===== config.mk =====
export PLATFORM = sky130hd
export DESIGN_NAME = mcu_bus_sync
export DESIGN_NICKNAME = d
export VERILOG_FILES = /design/src/rtl/mcu_bus_sync.sv
export SDC_FILE = /design/constraint.sdc
export NUM_CORES = 1
export LEC_CHECK = 0
export BUFFER_PORTS_ARGS = -buffer_cell sky130_fd_sc_hd__buf_2
export CORE_UTILIZATION = 39
export CTS_BUF_LIST = sky130_fd_sc_hd__clkbuf_4
export DETAILED_ROUTE_END_ITERATION = 6
export GPL_TIMING_DRIVEN = 0
export SLEW_MARGIN = 20
export SYNTH_ARGS = -nofsm -noshare
export SYNTH_HDL_FRONTEND = slang
export SYNTH_SLANG_ARGS = --single-unit

===== constraint.sdc =====
create_clock -name clk -period 4.6 [get_ports clk]
set_input_delay 0.46 -clock clk [delete_from_list [all_inputs] [get_ports clk]]
set_output_delay 0.46 -clock clk [all_outputs]
set_load 0.05 [all_outputs]

===== src/rtl/mcu_bus_sync.sv =====
// mcu_bus_sync
// Brings the asynchronous SRAM-style MCU bus into the clk domain and turns it
// into single read/write requests with a valid/ready handshake. Read data is
// driven back to the pads under a registered output enable. Glitches are
// filtered out, and protocol, overrun and timeout errors are kept as sticky
// flags.
//
// Ports
//   clk, rst_n                 clock, synchronous active-low reset
//   mcu_cs_n/we_n/oe_n         async active-low strobes (synchronised and filtered)
//   mcu_lb_n/ub_n              active-low byte enables (sampled raw)
//   mcu_addr, mcu_din          address and write data from the pads (sampled raw)
//   mcu_dout, mcu_doe          read data and output enable to the pads
//   req_valid/ready            request handshake to the downstream core
//   req_write/addr/wdata/be    request payload, req_be = {ub, lb} active high
//   rd_valid, rd_data          single-cycle read response from downstream
//   err_proto/overrun/timeout  sticky error flags
//   err_clr                    clears all sticky flags (a set in the same cycle wins)
module mcu_bus_sync #(
  parameter int SYNC_STAGES   = 2,
  parameter int FILTER_CYCLES = 2,
  parameter int ADDR_W        = 21,
  parameter int DATA_W        = 16,
  parameter int RD_TIMEOUT    = 15
) (
  input  logic              clk,
  input  logic              rst_n,
  input  logic              mcu_cs_n,
  input  logic              mcu_we_n,
  input  logic              mcu_oe_n,
  input  logic              mcu_lb_n,
  input  logic              mcu_ub_n,
  input  logic [ADDR_W-1:0] mcu_addr,
  input  logic [DATA_W-1:0] mcu_din,
  output logic [DATA_W-1:0] mcu_dout,
  output logic              mcu_doe,
  output logic              req_valid,
  input  logic              req_ready,
  output logic              req_write,
  output logic [ADDR_W-1:0] req_addr,
  output logic [DATA_W-1:0] req_wdata,
  output logic [1:0]        req_be,
  input  logic              rd_valid,
  input  logic [DATA_W-1:0] rd_data,
  output logic              err_proto,
  output logic              err_overrun,
  output logic              err_timeout,
  input  logic              err_clr
);

  // One shift chain per strobe: the first SYNC_STAGES bits synchronise, and
  // the oldest FILTER_CYCLES bits (starting at the synchroniser output) form
  // the filter window. The registered filter output then lands exactly
  // SYNC_STAGES + FILTER_CYCLES edges after the input changes.
  localparam int CHAIN_W = SYNC_STAGES + FILTER_CYCLES - 1;
  localparam logic [7:0] TMO_LAST = 8'(RD_TIMEOUT - 1);

  typedef enum logic [2:0] {
    IDLE, WR_ACT, WR_COMMIT, RD_REQ, RD_WAIT, RD_DRIVE, PROTO_ERR
  } state_t;

  // Level moves only when the whole window agrees; otherwise it holds.
  function automatic logic filt_next(input logic [FILTER_CYCLES-1:0] win,
                                     input logic cur);
    if (&win)  return 1'b1;
    if (~|win) return 1'b0;
    return cur;
  endfunction

  logic [CHAIN_W-1:0] cs_sh_q, we_sh_q, oe_sh_q;
  logic               f_cs_q, f_we_q, f_oe_q;

  state_t             state_q, state_d;
  logic [ADDR_W-1:0]  hold_addr_q, hold_addr_d;
  logic [DATA_W-1:0]  hold_data_q, hold_data_d;
  logic [1:0]         hold_be_q, hold_be_d;
  logic               req_valid_q, req_valid_d;
  logic               req_write_q, req_write_d;
  logic [ADDR_W-1:0]  req_addr_q, req_addr_d;
  logic [DATA_W-1:0]  req_wdata_q, req_wdata_d;
  logic [1:0]         req_be_q, req_be_d;
  logic [7:0]         tmr_q, tmr_d;
  logic [DATA_W-1:0]  dout_q, dout_d;
  logic               doe_q, doe_d;
  logic               err_proto_q, err_overrun_q, err_timeout_q;
  logic               set_proto, set_overrun, set_timeout;
  logic               req_free, proto;

  // Stage p0: synchroniser and glitch filter
  always_ff @(posedge clk) begin
    if (!rst_n) begin
      cs_sh_q <= '1;
      we_sh_q <= '1;
      oe_sh_q <= '1;
      f_cs_q  <= 1'b1;
      f_we_q  <= 1'b1;
      f_oe_q  <= 1'b1;
    end else begin
      cs_sh_q <= {cs_sh_q[CHAIN_W-2:0], mcu_cs_n};
      we_sh_q <= {we_sh_q[CHAIN_W-2:0], mcu_we_n};
      oe_sh_q <= {oe_sh_q[CHAIN_W-2:0], mcu_oe_n};
      f_cs_q  <= filt_next(cs_sh_q[CHAIN_W-1:SYNC_STAGES-1], f_cs_q);
      f_we_q  <= filt_next(we_sh_q[CHAIN_W-1:SYNC_STAGES-1], f_we_q);
      f_oe_q  <= filt_next(oe_sh_q[CHAIN_W-1:SYNC_STAGES-1], f_oe_q);
    end
  end

  // Stage p1: transaction FSM, request slot and read return
  always_comb begin
    state_d     = state_q;
    hold_addr_d = hold_addr_q;
    hold_data_d = hold_data_q;
    hold_be_d   = hold_be_q;
    req_valid_d = req_valid_q;
    req_write_d = req_write_q;
    req_addr_d  = req_addr_q;
    req_wdata_d = req_wdata_q;
    req_be_d    = req_be_q;
    tmr_d       = tmr_q;
    dout_d      = dout_q;
    set_proto   = 1'b0;
    set_overrun = 1'b0;
    set_timeout = 1'b0;

    // The slot can take a new request on the same edge that retires the old one.
    req_free = !req_valid_q || req_ready;
    if (req_valid_q && req_ready) req_valid_d = 1'b0;

    proto = !f_cs_q && !f_we_q && !f_oe_q;

    if (proto) begin
      state_d   = PROTO_ERR;
      set_proto = 1'b1;
    end else begin
      case (state_q)
        IDLE: begin
          if (!f_cs_q && !f_we_q && f_oe_q)      state_d = WR_ACT;
          else if (!f_cs_q && !f_oe_q && f_we_q) state_d = RD_REQ;
        end
        WR_ACT: begin
          hold_addr_d = mcu_addr;
          hold_data_d = mcu_din;
          hold_be_d   = {~mcu_ub_n, ~mcu_lb_n};
          if (f_we_q || f_cs_q) state_d = WR_COMMIT;
        end
        WR_COMMIT: begin
          if (req_free) begin
            req_valid_d = 1'b1;
            req_write_d = 1'b1;
            req_addr_d  = hold_addr_q;
            req_wdata_d = hold_data_q;
            req_be_d    = hold_be_q;
          end else begin
            set_overrun = 1'b1;
          end
          state_d = IDLE;
        end
        RD_REQ: begin
          if (req_free) begin
            req_valid_d = 1'b1;
            req_write_d = 1'b0;
            req_addr_d  = mcu_addr;
            req_be_d    = {~mcu_ub_n, ~mcu_lb_n};
            tmr_d       = 8'd0;
            state_d     = RD_WAIT;
          end
        end
        RD_WAIT: begin
          // An aborted read beats a response arriving in the same cycle.
          if (f_oe_q || f_cs_q) begin
            state_d = IDLE;
          end else if (rd_valid) begin
            dout_d  = rd_data;
            state_d = RD_DRIVE;
          end else if (tmr_q == TMO_LAST) begin
            set_timeout = 1'b1;
            dout_d      = '0;
            state_d     = RD_DRIVE;
          end else begin
            tmr_d = tmr_q + 8'd1;
          end
        end
        RD_DRIVE: begin
          if (f_oe_q || f_cs_q) state_d = IDLE;
        end
        PROTO_ERR: begin
          if (f_cs_q) state_d = IDLE;
        end
        default: state_d = IDLE;
      endcase
    end

    // Registered enable tracks the state, so the pads are driven only in RD_DRIVE.
    doe_d = (state_d == RD_DRIVE);
  end

  always_ff @(posedge clk) begin
    if (!rst_n) begin
      state_q       <= IDLE;
      req_valid_q   <= 1'b0;
      req_write_q   <= 1'b0;
      req_addr_q    <= '0;
      req_wdata_q   <= '0;
      req_be_q      <= '0;
      tmr_q         <= '0;
      dout_q        <= '0;
      doe_q         <= 1'b0;
      err_proto_q   <= 1'b0;
      err_overrun_q <= 1'b0;
      err_timeout_q <= 1'b0;
    end else begin
      state_q       <= state_d;
      req_valid_q   <= req_valid_d;
      req_write_q   <= req_write_d;
      req_addr_q    <= req_addr_d;
      req_wdata_q   <= req_wdata_d;
      req_be_q      <= req_be_d;
      tmr_q         <= tmr_d;
      dout_q        <= dout_d;
      doe_q         <= doe_d;
      err_proto_q   <= set_proto   | (err_proto_q   & ~err_clr);
      err_overrun_q <= set_overrun | (err_overrun_q & ~err_clr);
      err_timeout_q <= set_timeout | (err_timeout_q & ~err_clr);
    end
  end

  // Write hold registers carry only data and need no reset.
  always_ff @(posedge clk) begin
    hold_addr_q <= hold_addr_d;
    hold_data_q <= hold_data_d;
    hold_be_q   <= hold_be_d;
  end

  // Stage p2: outputs
  assign mcu_dout    = dout_q;
  assign mcu_doe     = doe_q;
  assign req_valid   = req_valid_q;
  assign req_write   = req_write_q;
  assign req_addr    = req_addr_q;
  assign req_wdata   = req_wdata_q;
  assign req_be      = req_be_q;
  assign err_proto   = err_proto_q;
  assign err_overrun = err_overrun_q;
  assign err_timeout = err_timeout_q;

endmodule

# After elaboration in Yosys (flattened, before gate mapping)
# Index checks and enable logic that the tools add are counted.
[op_classes] n_addsub=1 n_eq_ne=13 mux=67 bitwise_logic=11 reduce_logical=32
[ops] cell="two-way mux 1 bit" count=42
[ops] cell="two-way mux 21 bit" count=2
[ops] cell="case mux 21 bit (2 select lines)" count=1
[ops] cell="two-way mux 16 bit" count=2
[ops] cell="two-way mux 8 bit" count=4
[ops] cell="two-way mux 3 bit" count=10
[ops] cell="case mux 3 bit (6 select lines)" count=1
[ops] cell="case mux 8 bit (2 select lines)" count=1
[ops] cell="equality test 3 bit (second input constant)" count=4
[ops] cell="nonzero test 2 bit" count=6
[ops] cell="inequality test 2 bit (second input constant)" count=5
[ops] cell="adder 8 x 1 -> 8 bit (second input constant)" count=1
[ops] cell="equality test 8 x 4 -> 1 bit (second input constant)" count=1
[ops] cell="AND reduction 2 bit" count=4
[ops] cell="AND reduction 4 bit" count=2
[ops] cell="OR reduction 2 bit" count=4
[ops] cell="equality test 3 x 2 -> 1 bit (second input constant)" count=2
[ops] cell="logical AND 1 bit" count=6
[ops] cell="AND reduction 6 bit" count=1
[ops] cell="NOT 1 bit" count=5
[ops] cell="zero test 1 bit" count=4
[ops] cell="two-way mux 2 bit" count=2
[ops] cell="case mux 2 bit (2 select lines)" count=1
[ops] cell="bitwise AND 1 bit" count=3
[ops] cell="6 further kinds" count=10
[word_totals] reg_bits=123 input_bits=63 word_cells=145

# Longest topological paths before layout
[depth] depth_word=8 mapped_depth=9 mapped_depth_nobuf=6

# Least setup slack after synthesis
# No wires, ideal clock.
[synth_path] path_type="reg-to-reg" from="reg f_we_q" to="reg hold_addr_q[0] (enable)" arrival_time_ns=3.253 setup_slack_ns=0.863 path_stages_with_launch=4 path_buffers=1 period_less_slack_ns=3.737 cell_sequence="dfxtp_1 buf_2 nor3_2 nor3_1"
[synth_between] elab_chain_len=5
[synth_lines] item="from (decl)" line_no="71" source="logic f_cs_q, f_we_q, f_oe_q;"
[synth_lines] item="from (signal assigned)" line_no="103" source="f_we_q <= filt_next(we_sh_q[CHAIN_W-1:SYNC_STAGES-1], f_we_q);"
[synth_lines] item="zero test 1 bit" line_no="129" source="proto = !f_cs_q && !f_we_q && !f_oe_q;"
[synth_lines] item="logical AND 1 bit (2 in series)" line_no="129"
[synth_lines] item="NOT 1 bit (no line)"
[synth_lines] item="AND reduction 2 bit (no line)"
[synth_lines] item="to (signal assigned)" line_no="229" source="hold_addr_q <= hold_addr_d;"
[synth_lines] item="to (decl)" line_no="74" source="logic [ADDR_W-1:0] hold_addr_q, hold_addr_d;"
# No other way between the ends.
# A chain may end at the register's enable or synchronous reset.

# Final worst setup path
[layout_path] from="reg f_we_q" to="reg hold_data_q[10] (enable)"
[layout_between] elab_chain_len=5
[layout_lines] item="zero test 1 bit" line_no="129"
[layout_lines] item="logical AND 1 bit (2 in series)" line_no="129"
[layout_lines] item="NOT 1 bit (no line)"
[layout_lines] item="AND reduction 2 bit (no line)"
[layout_lines] item="to (signal assigned)" line_no="230" source="hold_data_q <= hold_data_d;"
[layout_lines] item="to (decl)" line_no="75" source="logic [DATA_W-1:0] hold_data_q, hold_data_d;"
# No other way between the ends.

==> flow_summary.toml <==
[floorplan]
die_h_um = 113
core_mm2 = 0.0120
io_pins = 124
die_x_um = 113
fp-row-count = 40
die_area_mm2 = 0.0128
start_util_pct = 40.0

[route]
wirelength_mm = 10.1
route.met3.wl_um = 890
drc = 0
wl_met1_mm = 4.46
ant_nets = 0
vias = 3484
dr.pass1.iters = 4
vias_per_cell = 4.88
drt_first_iter_violations = 128
maxUsedRoutingLayer = "met4"
wire_per_inst_um = 14.1
wl_met2_mm = 4.61

[clock_tree]
ctsResizeCount = 0
postCtsSetupBuffers = 0
h-tree-depth = 4
cts_buffer_depth = 2
clkSinkCount = 123
clk_pin_slew_ns = 0.11
cts_tree = "yes"
clk_latency_ns = 0.52
cts-buffers-inserted = 17
holdBufCountCts = 0
root_buffer = "clkbuf_4"

[place]
dp.cells = 682
dpl.hpwl_mm = 7.35
placedInstanceArea_mm2 = 0.00564
gp_congestion = 0.829
numPortBuffers = 122

[finish]
final_nets = 622
layout_common_cells = "buf_2, dfxtp_1, mux2i_1, edfxtp_1, nand2_1"
layout_commonest_cell = "buf_2"
drive_gt1_share_pct = 31.6
num_antenna_cells = 0
area_growth_syn_to_layout_pct = 23.8
fin_util_pct = 49.5
final-instance-count-excl-fill = 714
nFillCells = 1131
final_cell_area_mm2 = 0.00595

[yosys]
synth_area_mm2 = 0.00480
syn_avg_cell_area_um2 = 11.7
synth-seq-cells = 123
ys_types = 44
ys.flop_type = "dfxtp_1"
synth_edf_count = 39
synth_fp_nets = 477
synthArstFlopShare_pct = 0
yosys_warnings = 0
seq_area_frac_synth_pct = 59.4
netlist_instances = 409

[global_routing]
grt_use_total_pct = 16.9
antenna_found_initial = 0
grt_pass1_wl_mm = 16.6
grt_max_degree = 17
grt_pass1_vias = 3491
grt_overflow = 0

[setup_path]
end_kind = "flop"
start_kind = "flop"
crit_path_max_fanout = 10
crit_arrival_ns = 2.33
crit_slowest_cell = "nor3_2"
crit_required_ns = 4.84
cp_cell_sequence = "buf_2 -> nor3_2 -> nor3_2 -> buf_4 -> buf_4"
cpPeakStageDelay_ns = 0.67
crit_family = "simple AND/OR/NAND/NOR gates"
crit_type = "reg2reg"
cp_num_buf_inv = 3

[pwr]
power_uw = 1990
power.leakage_uw = 0.00284
irDropWorstVdd_uv = 181
power_density_mw_per_mm2 = 334

[sta]
skew_ns = 0.0100
max_freq_mhz = 478
layout_min_cycle_time_ns = 2.09
fin_crit_sh_pct = 45.5
maxSlewViolCount = 0
rsz0062_at_grt = "no"
worst_pin_slew_ns = 0.810
hold_slack_ns = 0.113
report.final.setup_viol = 0
hold_viol = 0
relSlewSlack_pct = 45.7

[outcome]
status = "completed"

[worst_hold_path]
min_path_type = "in2reg"

[flow_run]
maxCapViolCount = 0
[synth_stat cells (6+ instances only)]
| library cell | number | area, um2 |
|---|---|---|
| clkbuf_1 | 11 | 41.3 |
| a22oi_1 | 16 | 120 |
| inv_1 | 15 | 56.3 |
| nor2b_1 | 36 | 225 |
| nand2_1 | 38 | 143 |
| edfxtp_1 | 39 | 1170 |
| buf_2 | 11 | 55.1 |
| mux2i_1 | 40 | 400 |
| nor2_1 | 8 | 30.0 |
| nand2b_1 | 10 | 62.6 |
| nand3_1 | 8 | 40.0 |
| o211a_1 | 23 | 230 |
| dfxtp_1 | 84 | 1680 |
| a21oi_1 | 6 | 30.0 |
[sequential cells by signal, summed over array words and instances, names as in the netlist]
name,count
req_be,2
hold_data_q,16
req_addr,21
hold_addr_q,21
mcu_doe,1
req_wdata,16
we_sh_q,3
f_cs_q,1
f_we_q,1
hold_be_q,2
err_overrun,1
f_oe_q,1
err_timeout,1
req_write,1
err_proto,1
req_valid,1
state_q,3
mcu_dout,16
oe_sh_q,3
cs_sh_q,3
tmr_q,8
[routing by layer]
metal  track usage, %  up-vias
li1                 -     1751
met4             6.23        0
met3             8.41       11
met1             19.8     1603
met5                0        -
met2             26.8      119
[worst paths after layout]
check	startpoint	endpoint	slack, ns	depth (start not counted)
max	f_we_q	hold_data_q[10]	2.51	5
min	mcu_din[12]	hold_data_q[12]	0.11	1
max reg2reg	f_we_q	hold_data_q[10]	2.51	5
min reg2reg	we_sh_q[0]	we_sh_q[1]	0.42	1
[worst register-to-register path, delay by kind of cell, from the launching register on]
kind,cells,cell delay [ns]
flops,1,0.32
buf+inv,3,0.70
simple gates,2,0.79
[cell type report]
cell class                      instances  area, um2  share of cell area [%]
Clock buffer                           17        128                    2.15
Sequential cell                       123       2850                    48.0
Clock inverter                         15        180                    3.03
Buffer                                 28        153                    2.57
Inverter                               15       56.3                   0.947
Multi-Input combinational cell        243       1740                    29.3
Tap cell                              147        184                    3.09
Timing Repair Buffer                  126        648                    10.9
[cells by family after synthesis]
logic type / share of synthesized area, %
mux: 8.34
compound gates: 12.5
fa+ha+maj: 1.30
flops: 59.4
simple gates: 14.1
buf+inv: 4.35
[stage by stage]
step / worst slack, ns / setup TNS, ns
2_1_floorplan: 0.863 / 0
5_1_grt: 2.33 / 0
4_1_cts: 2.45 / 0
3_5_place_dp: 2.47 / 0
6_report: 2.51 / 0
3_3_place_gp: -0.755 / -29.41
[power by group]
part	total [uW]	switching [uW]	leakage (uW)	internal, uW
registers	1120	0.680	0.00103	1120
logic	55.9	27.0	0.00165	28.8
clock network	810	389	0.000163	421
total	1990	417	0.00284	1570
Note: power is estimated with default switching activity, not from simulation.
